### config.mk
export PLATFORM = sky130hd
export DESIGN_NAME = scroll_scheduler_flat
export DESIGN_NICKNAME = d
export VERILOG_FILES = /design/src/rtl/scroll_pkg.sv /design/src/rtl/scroll_scheduler_if.sv /design/src/rtl/scroll_pixel_div.sv /design/src/rtl/scroll_scheduler.sv /design/src/flat_wrapper.sv
export SDC_FILE = /design/constraint.sdc
export NUM_CORES = 1
export LEC_CHECK = 0
export BUFFER_PORTS_ARGS = -buffer_cell sky130_fd_sc_hd__buf_4
export CAP_MARGIN = 30
export CORE_ASPECT_RATIO = 1.5
export CORE_MARGIN = 10
export CORE_UTILIZATION = 32
export CTS_BUF_LIST = sky130_fd_sc_hd__clkbuf_8
export DETAILED_ROUTE_END_ITERATION = 12
export GPL_TIMING_DRIVEN = 0
export PLACE_DENSITY = 0.47
export SLEW_MARGIN = 25
export SYNTH_ARGS = -nofsm -noshare
export SYNTH_HDL_FRONTEND = slang
export SYNTH_HIERARCHICAL = 1
export SYNTH_SLANG_ARGS = --single-unit
### constraint.sdc
create_clock -name animationClOCK -period 8 [get_ports animationClOCK]
set_input_delay 1.6 -clock animationClOCK [delete_from_list [all_inputs] [get_ports animationClOCK]]
set_output_delay 1.6 -clock animationClOCK [all_outputs]
set_load 0.02 [all_outputs]
### src/rtl/scroll_pkg.sv
// scroll_pkg: shared constants for the background scroll scheduler.
// State encoding, default geometry/speed values and datapath widths.
package scroll_pkg;

  localparam int POS_W = 20;
  localparam int SPD_W = 16;
  localparam int PIX_W = 10;

  localparam int SCREEN_W        = 640;
  localparam int SCALE           = 100;
  localparam int MIN_SPEED       = 100;
  localparam int SPEED_PER_SCORE = 30;
  localparam int MAX_SPEED       = 3000;
  localparam int RAMP_STEP       = 50;

  localparam logic [1:0] S_IDLE   = 2'd0;
  localparam logic [1:0] S_RUN    = 2'd1;
  localparam logic [1:0] S_PAUSED = 2'd2;
  localparam logic [1:0] S_OVER   = 2'd3;

endpackage

### src/rtl/scroll_scheduler_if.sv
// scroll_scheduler_if: game-side controls in, renderer-side
// background position/skip outputs back.
interface scroll_scheduler_if;
  logic       frameTick;
  logic       start;
  logic       pause;
  logic       gameOver;
  logic [9:0] score;
  logic [9:0] BACK1X;
  logic [9:0] BACK1Y;
  logic [9:0] BACK2X;
  logic [9:0] BACK2Y;
  logic [9:0] BACK1SKIPX;
  logic [9:0] BACK2SKIPX;
  logic       wrapPulse;
  logic [1:0] state;

  modport master (
    output frameTick, start, pause,
    output gameOver, score,
    input  BACK1X, BACK1Y, BACK2X,
    input  BACK2Y, BACK1SKIPX,
    input  BACK2SKIPX, wrapPulse, state
  );

  modport slave (
    input  frameTick, start, pause,
    input  gameOver, score,
    output BACK1X, BACK1Y, BACK2X,
    output BACK2Y, BACK1SKIPX,
    output BACK2SKIPX, wrapPulse, state
  );
endinterface

### src/rtl/scroll_pixel_div.sv
// scroll_pixel_div: registered sub-pixel to pixel conversion.
// Produces the layer-1 x position and layer-2 skip, 1-cycle latency.
module scroll_pixel_div
  import scroll_pkg::*;
#(
  parameter int SCREEN_W_P = SCREEN_W,
  parameter int SCALE_P    = SCALE
) (
  input  logic             clk,
  input  logic             rst_n,
  input  logic [POS_W-1:0] pos,
  output logic [PIX_W-1:0] x,
  output logic [PIX_W-1:0] skip
);

  logic [POS_W-1:0] q;
  logic [PIX_W-1:0] x_d;

  assign q = pos / POS_W'(SCALE_P);

  // clamp keeps the renderer in range even for odd pos values
  assign x_d = (q > POS_W'(SCREEN_W_P)) ?
               PIX_W'(SCREEN_W_P) : q[PIX_W-1:0];

  always_ff @(posedge clk or negedge rst_n) begin
    if (!rst_n) begin
      x    <= PIX_W'(SCREEN_W_P);
      skip <= '0;
    end else begin
      x    <= x_d;
      skip <= PIX_W'(SCREEN_W_P) - x_d;
    end
  end

endmodule

### src/rtl/scroll_scheduler.sv
// scroll_scheduler: run-state FSM, speed ramp and sub-pixel
// scroll position for the two-layer background.
module scroll_scheduler
  import scroll_pkg::*;
#(
  parameter int SCREEN_W_P        = SCREEN_W,
  parameter int SCALE_P           = SCALE,
  parameter int MIN_SPEED_P       = MIN_SPEED,
  parameter int SPEED_PER_SCORE_P = SPEED_PER_SCORE,
  parameter int MAX_SPEED_P       = MAX_SPEED,
  parameter int RAMP_STEP_P       = RAMP_STEP
) (
  input logic animationClOCK,
  input logic resetN,
  scroll_scheduler_if.slave bus
);

  localparam logic [POS_W-1:0] POS_INIT =
    POS_W'(SCREEN_W_P * SCALE_P);
  localparam logic [SPD_W-1:0] RAMP =
    SPD_W'(RAMP_STEP_P);
  localparam logic [SPD_W-1:0] SMAX =
    SPD_W'(MAX_SPEED_P);

  logic [1:0]       state_q, state_d;
  logic [POS_W-1:0] pos_q, pos_d;
  logic [SPD_W-1:0] speed_q, speed_d;
  logic [SPD_W-1:0] tgt_raw, target;
  logic             wrap_q, wrap_d;
  logic             moving, wrap, restart;
  logic [PIX_W-1:0] x, skip;

  assign tgt_raw = SPD_W'(MIN_SPEED_P) +
    SPD_W'(SPEED_PER_SCORE_P) * SPD_W'(bus.score);
  assign target = (tgt_raw > SMAX) ? SMAX : tgt_raw;

  assign moving = bus.frameTick &&
    (state_q == S_RUN || state_q == S_OVER);
  assign wrap = pos_q < POS_W'(speed_q);
  assign restart = (state_q == S_OVER) &&
    bus.start && !bus.gameOver;

  always_comb begin
    state_d = state_q;
    unique case (state_q)
      S_IDLE: begin
        if (bus.gameOver) state_d = S_OVER;
        else if (!bus.pause && bus.start)
          state_d = S_RUN;
      end
      S_RUN: begin
        if (bus.gameOver) state_d = S_OVER;
        else if (bus.pause) state_d = S_PAUSED;
      end
      S_PAUSED: begin
        if (bus.gameOver) state_d = S_OVER;
        else if (!bus.pause) state_d = S_RUN;
      end
      default: begin
        if (restart) state_d = S_RUN;
      end
    endcase
  end

  always_comb begin
    speed_d = speed_q;
    if (bus.frameTick && state_q == S_RUN) begin
      if (target >= speed_q)
        speed_d = (target - speed_q <= RAMP) ?
                  target : speed_q + RAMP;
      else
        speed_d = (speed_q - target <= RAMP) ?
                  target : speed_q - RAMP;
    end else if (bus.frameTick && state_q == S_OVER) begin
      speed_d = (speed_q > RAMP) ? speed_q - RAMP : '0;
    end
    if (restart) speed_d = '0;
  end

  // wrap keeps the sub-pixel remainder instead of snapping
  always_comb begin
    pos_d = pos_q;
    if (moving) begin
      if (wrap) pos_d = pos_q + POS_INIT - POS_W'(speed_q);
      else      pos_d = pos_q - POS_W'(speed_q);
    end
    if (restart) pos_d = POS_INIT;
  end

  assign wrap_d = moving && wrap;

  always_ff @(posedge animationClOCK or negedge resetN) begin
    if (!resetN) begin
      state_q <= S_IDLE;
      pos_q   <= POS_INIT;
      speed_q <= '0;
      wrap_q  <= 1'b0;
    end else begin
      state_q <= state_d;
      pos_q   <= pos_d;
      speed_q <= speed_d;
      wrap_q  <= wrap_d;
    end
  end

  scroll_pixel_div #(
    .SCREEN_W_P (SCREEN_W_P),
    .SCALE_P    (SCALE_P)
  ) u_div (
    .clk   (animationClOCK),
    .rst_n (resetN),
    .pos   (pos_q),
    .x     (x),
    .skip  (skip)
  );

  assign bus.BACK1X     = x;
  assign bus.BACK2SKIPX = skip;
  assign bus.BACK1Y     = '0;
  assign bus.BACK2X     = '0;
  assign bus.BACK2Y     = '0;
  assign bus.BACK1SKIPX = '0;
  assign bus.wrapPulse  = wrap_q;
  assign bus.state      = state_q;

endmodule

### src/flat_wrapper.sv
// flat-port wrapper written by rule: the top's interface ports become plain ports
module scroll_scheduler_flat import scroll_pkg::*;
#(
  parameter int SCREEN_W_P        = SCREEN_W,
  parameter int SCALE_P           = SCALE,
  parameter int MIN_SPEED_P       = MIN_SPEED,
  parameter int SPEED_PER_SCORE_P = SPEED_PER_SCORE,
  parameter int MAX_SPEED_P       = MAX_SPEED,
  parameter int RAMP_STEP_P       = RAMP_STEP
)
  (animationClOCK, resetN, bus_frameTick, bus_start, bus_pause, bus_gameOver, bus_score, bus_BACK1X, bus_BACK1Y, bus_BACK2X, bus_BACK2Y, bus_BACK1SKIPX, bus_BACK2SKIPX, bus_wrapPulse, bus_state);
  scroll_scheduler_if bus_i ();
  input logic animationClOCK;
  input logic resetN;
  input wire logic [$bits(bus_i.frameTick)-1:0] bus_frameTick;
  input wire logic [$bits(bus_i.start)-1:0] bus_start;
  input wire logic [$bits(bus_i.pause)-1:0] bus_pause;
  input wire logic [$bits(bus_i.gameOver)-1:0] bus_gameOver;
  input wire logic [$bits(bus_i.score)-1:0] bus_score;
  output wire logic [$bits(bus_i.BACK1X)-1:0] bus_BACK1X;
  output wire logic [$bits(bus_i.BACK1Y)-1:0] bus_BACK1Y;
  output wire logic [$bits(bus_i.BACK2X)-1:0] bus_BACK2X;
  output wire logic [$bits(bus_i.BACK2Y)-1:0] bus_BACK2Y;
  output wire logic [$bits(bus_i.BACK1SKIPX)-1:0] bus_BACK1SKIPX;
  output wire logic [$bits(bus_i.BACK2SKIPX)-1:0] bus_BACK2SKIPX;
  output wire logic [$bits(bus_i.wrapPulse)-1:0] bus_wrapPulse;
  output wire logic [$bits(bus_i.state)-1:0] bus_state;
  assign bus_i.frameTick = bus_frameTick;
  assign bus_i.start = bus_start;
  assign bus_i.pause = bus_pause;
  assign bus_i.gameOver = bus_gameOver;
  assign bus_i.score = bus_score;
  assign bus_BACK1X = bus_i.BACK1X;
  assign bus_BACK1Y = bus_i.BACK1Y;
  assign bus_BACK2X = bus_i.BACK2X;
  assign bus_BACK2Y = bus_i.BACK2Y;
  assign bus_BACK1SKIPX = bus_i.BACK1SKIPX;
  assign bus_BACK2SKIPX = bus_i.BACK2SKIPX;
  assign bus_wrapPulse = bus_i.wrapPulse;
  assign bus_state = bus_i.state;
  scroll_scheduler #(.SCREEN_W_P(SCREEN_W_P), .SCALE_P(SCALE_P), .MIN_SPEED_P(MIN_SPEED_P), .SPEED_PER_SCORE_P(SPEED_PER_SCORE_P), .MAX_SPEED_P(MAX_SPEED_P), .RAMP_STEP_P(RAMP_STEP_P)) u_core (.animationClOCK(animationClOCK), .resetN(resetN), .bus(bus_i));
endmodule
==> out/metrics.cfg <==
[timing]
setup_tns_ns = -2.341
postLayoutSetupSlackWorst_ns = -0.5542
drv_slew = 0
hold_viol_final = 0
clock.fmax_mhz = 116.9
period_minus_slack_ns = 8.554
rsz0062_at_grt = yes
clock_skew_ns = 0.02410
timing.final.crit_share = 1.069
slew_headroom = 0.3530
tightest_slew_ns = 0.9640
setup_viol = 8

[synth]
syn_avg_cell_area_um2 = 7.510
synth.cell_area_mm2 = 0.01215
postSynthCellCount = 1618
synth.yosys.warnings = 6

[worst_setup_path]
reg2reg_slack_ns = -0.55
reg2reg_from = u_core/pos_q[15]
arrival_ns = 8.82
r2r-end = u_core/u_div/skip[4]
slowest_stage = dfstp_2
cp_max_fo = 10
cp-end-kind = flip-flop
crit_top_cell = buf_4
cp.required_ns = 8.27
endpoint = u_core/u_div/skip[4]
rr_worst_depth = 38
slowest_delay_ns = 0.63
startpoint = u_core/pos_q[15]
cp-start-kind = flip-flop
crit_type = reg2reg

[global_routing]
antenna_found_initial = 1
overflow = 0
grt_max_degree = 57
grt_pass1_wl_um = 65580
grt_pass1_vias = 12390
grt_usage = 0.1731

[status]
run_status = complete, but fails checks
violations = negative setup slack

[run]
cap_violations = 0

[cts]
clock_sinks = 56
clockBufferDepth = 2
clk_latency_ns = 0.36
cts_buffers = 5
cts_max_level = 2
ctsHoldBuffers = 0
cts_root_buf = clkbuf_8
cts_tree = yes
cts.reportedPaths.clkPinSlew_ns = 0.11

[floorplan]
dieArea_mm2 = 0.04633
core_mm2 = 0.03755
die_y_um = 258.7
io_pins = 79
fp.dieW_um = 179.1
start_util = 0.3236
row_count = 87

[detailed_routing]
via_count = 12750
drt_wl_total_um = 42350
drt_iter0_markers = 595
drc = 0
vias_per_cell = 5.521
wl_per_cell_um = 18.34
ant_nets = 0
firstDrtPassIters = 5

[layout]
fin_nets = 1962
drive_gt1_frac = 0.2633
syn2layout_area_growth_pct = 27.30

[hold_path]
hold_class = reg2reg

[placement]
place_congestion = 0.8697
dp_hpwl_um = 33240
io_buffers = 38

critical path, delay by kind of cell (launching register included):
kind / cells / cell delay [ns]
fa+ha+maj: 2 / 0.45
buf+inv: 10 / 1.51
compound gates: 20 / 4.58
simple gates: 5 / 0.96
mux: 1 / 0.28
flops: 1 / 0.63
how the worst min path moves through the flow:
stage	cells past startpoint	endpoint	startpoint	slack [ns]
after floorplan	2	u_core/pos_q[13]	u_core/pos_q[13]	0.48
after global placement	2	u_core/pos_q[15]	u_core/pos_q[15]	0.51
after detailed placement	2	u_core/pos_q[15]	u_core/pos_q[15]	0.51
after CTS	2	u_core/pos_q[13]	u_core/pos_q[13]	0.54
after global routing	2	u_core/pos_q[11]	u_core/pos_q[11]	0.59
final	2	u_core/pos_q[11]	u_core/pos_q[11]	0.55
what timing repair did:
item | in CTS | in global routing
cloned | 0 | 2
setup endpoints to repair | 27 | 25
pin swaps | 55 | 71
buffers inserted | 60 | 51
resized for setup | 133 | 147
sequential cells by signal, indices dropped and copies added (netlist names):
register and cells:
u_core/pos_q 19, u_core/speed_q 15, u_core/u_div/skip 10, u_core/u_div/x 9, u_core/bus.state 2, u_core/bus.wrapPulse 1
through the flow:
step                      hold slack (ns)  worst slack, ns  instance area (um^2)  std cells    util
after floorplan                    0.4768          -0.1825                 12340       1665       -
after global placement             0.5096           -2.047                 13240       2192  0.3526
after detailed placement           0.5065           -2.022                 13260       2193  0.3530
after CTS                          0.5359          -0.5189                 14410       2256  0.3836
after global routing               0.5858          -0.8508                 15470       2309  0.4119
final                              0.5466          -0.5542                 15470       2309  0.4119
cells in the final DEF (no fill, tap or decap), types with 10 or more instances in the layout:
master / count
nor4_1: 10
o211ai_1: 26
nor2_1: 109
o21ai_0: 75
clkbuf_1: 40
a21o_1: 21
nand4_1: 13
xor2_1: 17
or3_1: 18
xnor2_1: 54
nand2_1: 126
o31a_1: 15
o21bai_1: 10
or2_2: 10
o21ai_1: 14
a21oi_1: 84
o22ai_1: 13
fa_1: 29
a211oi_1: 17
mux2i_1: 12
a21oi_2: 14
and2_1: 14
nor3_1: 40
o21a_1: 17
nand2b_1: 20
a31oi_1: 18
o31ai_1: 14
nor2b_1: 12
buf_6: 23
conb_1: 49
inv_1: 135
ha_1: 95
buf_4: 187
dfrtp_1: 46
nand3_1: 46
routing by layer:
metal	routed length [um]	up-vias	GRT usage
li1	-	6235	-
met1	15170	6234	0.1692
met2	24950	224	0.3620
met3	928	55	0.01106
met4	1299	0	0.05823
met5	0	-	0
layout make-up:
class	count	area (um^2)
Timing Repair Buffer	153	1239
Clock buffer	5	68.82
Clock inverter	3	20.02
Fill cell	3906	22090
Multi-Input combinational cell	1346	10800
Inverter	142	540.5
Tap cell	489	611.8
Sequential cell	56	1414
Buffer	114	772.0
Antenna cell	1	2.502
Power is left out: the tool's default activity adds up to more than one toggle a clock period on the data nets, which glitch-free logic cannot reach.
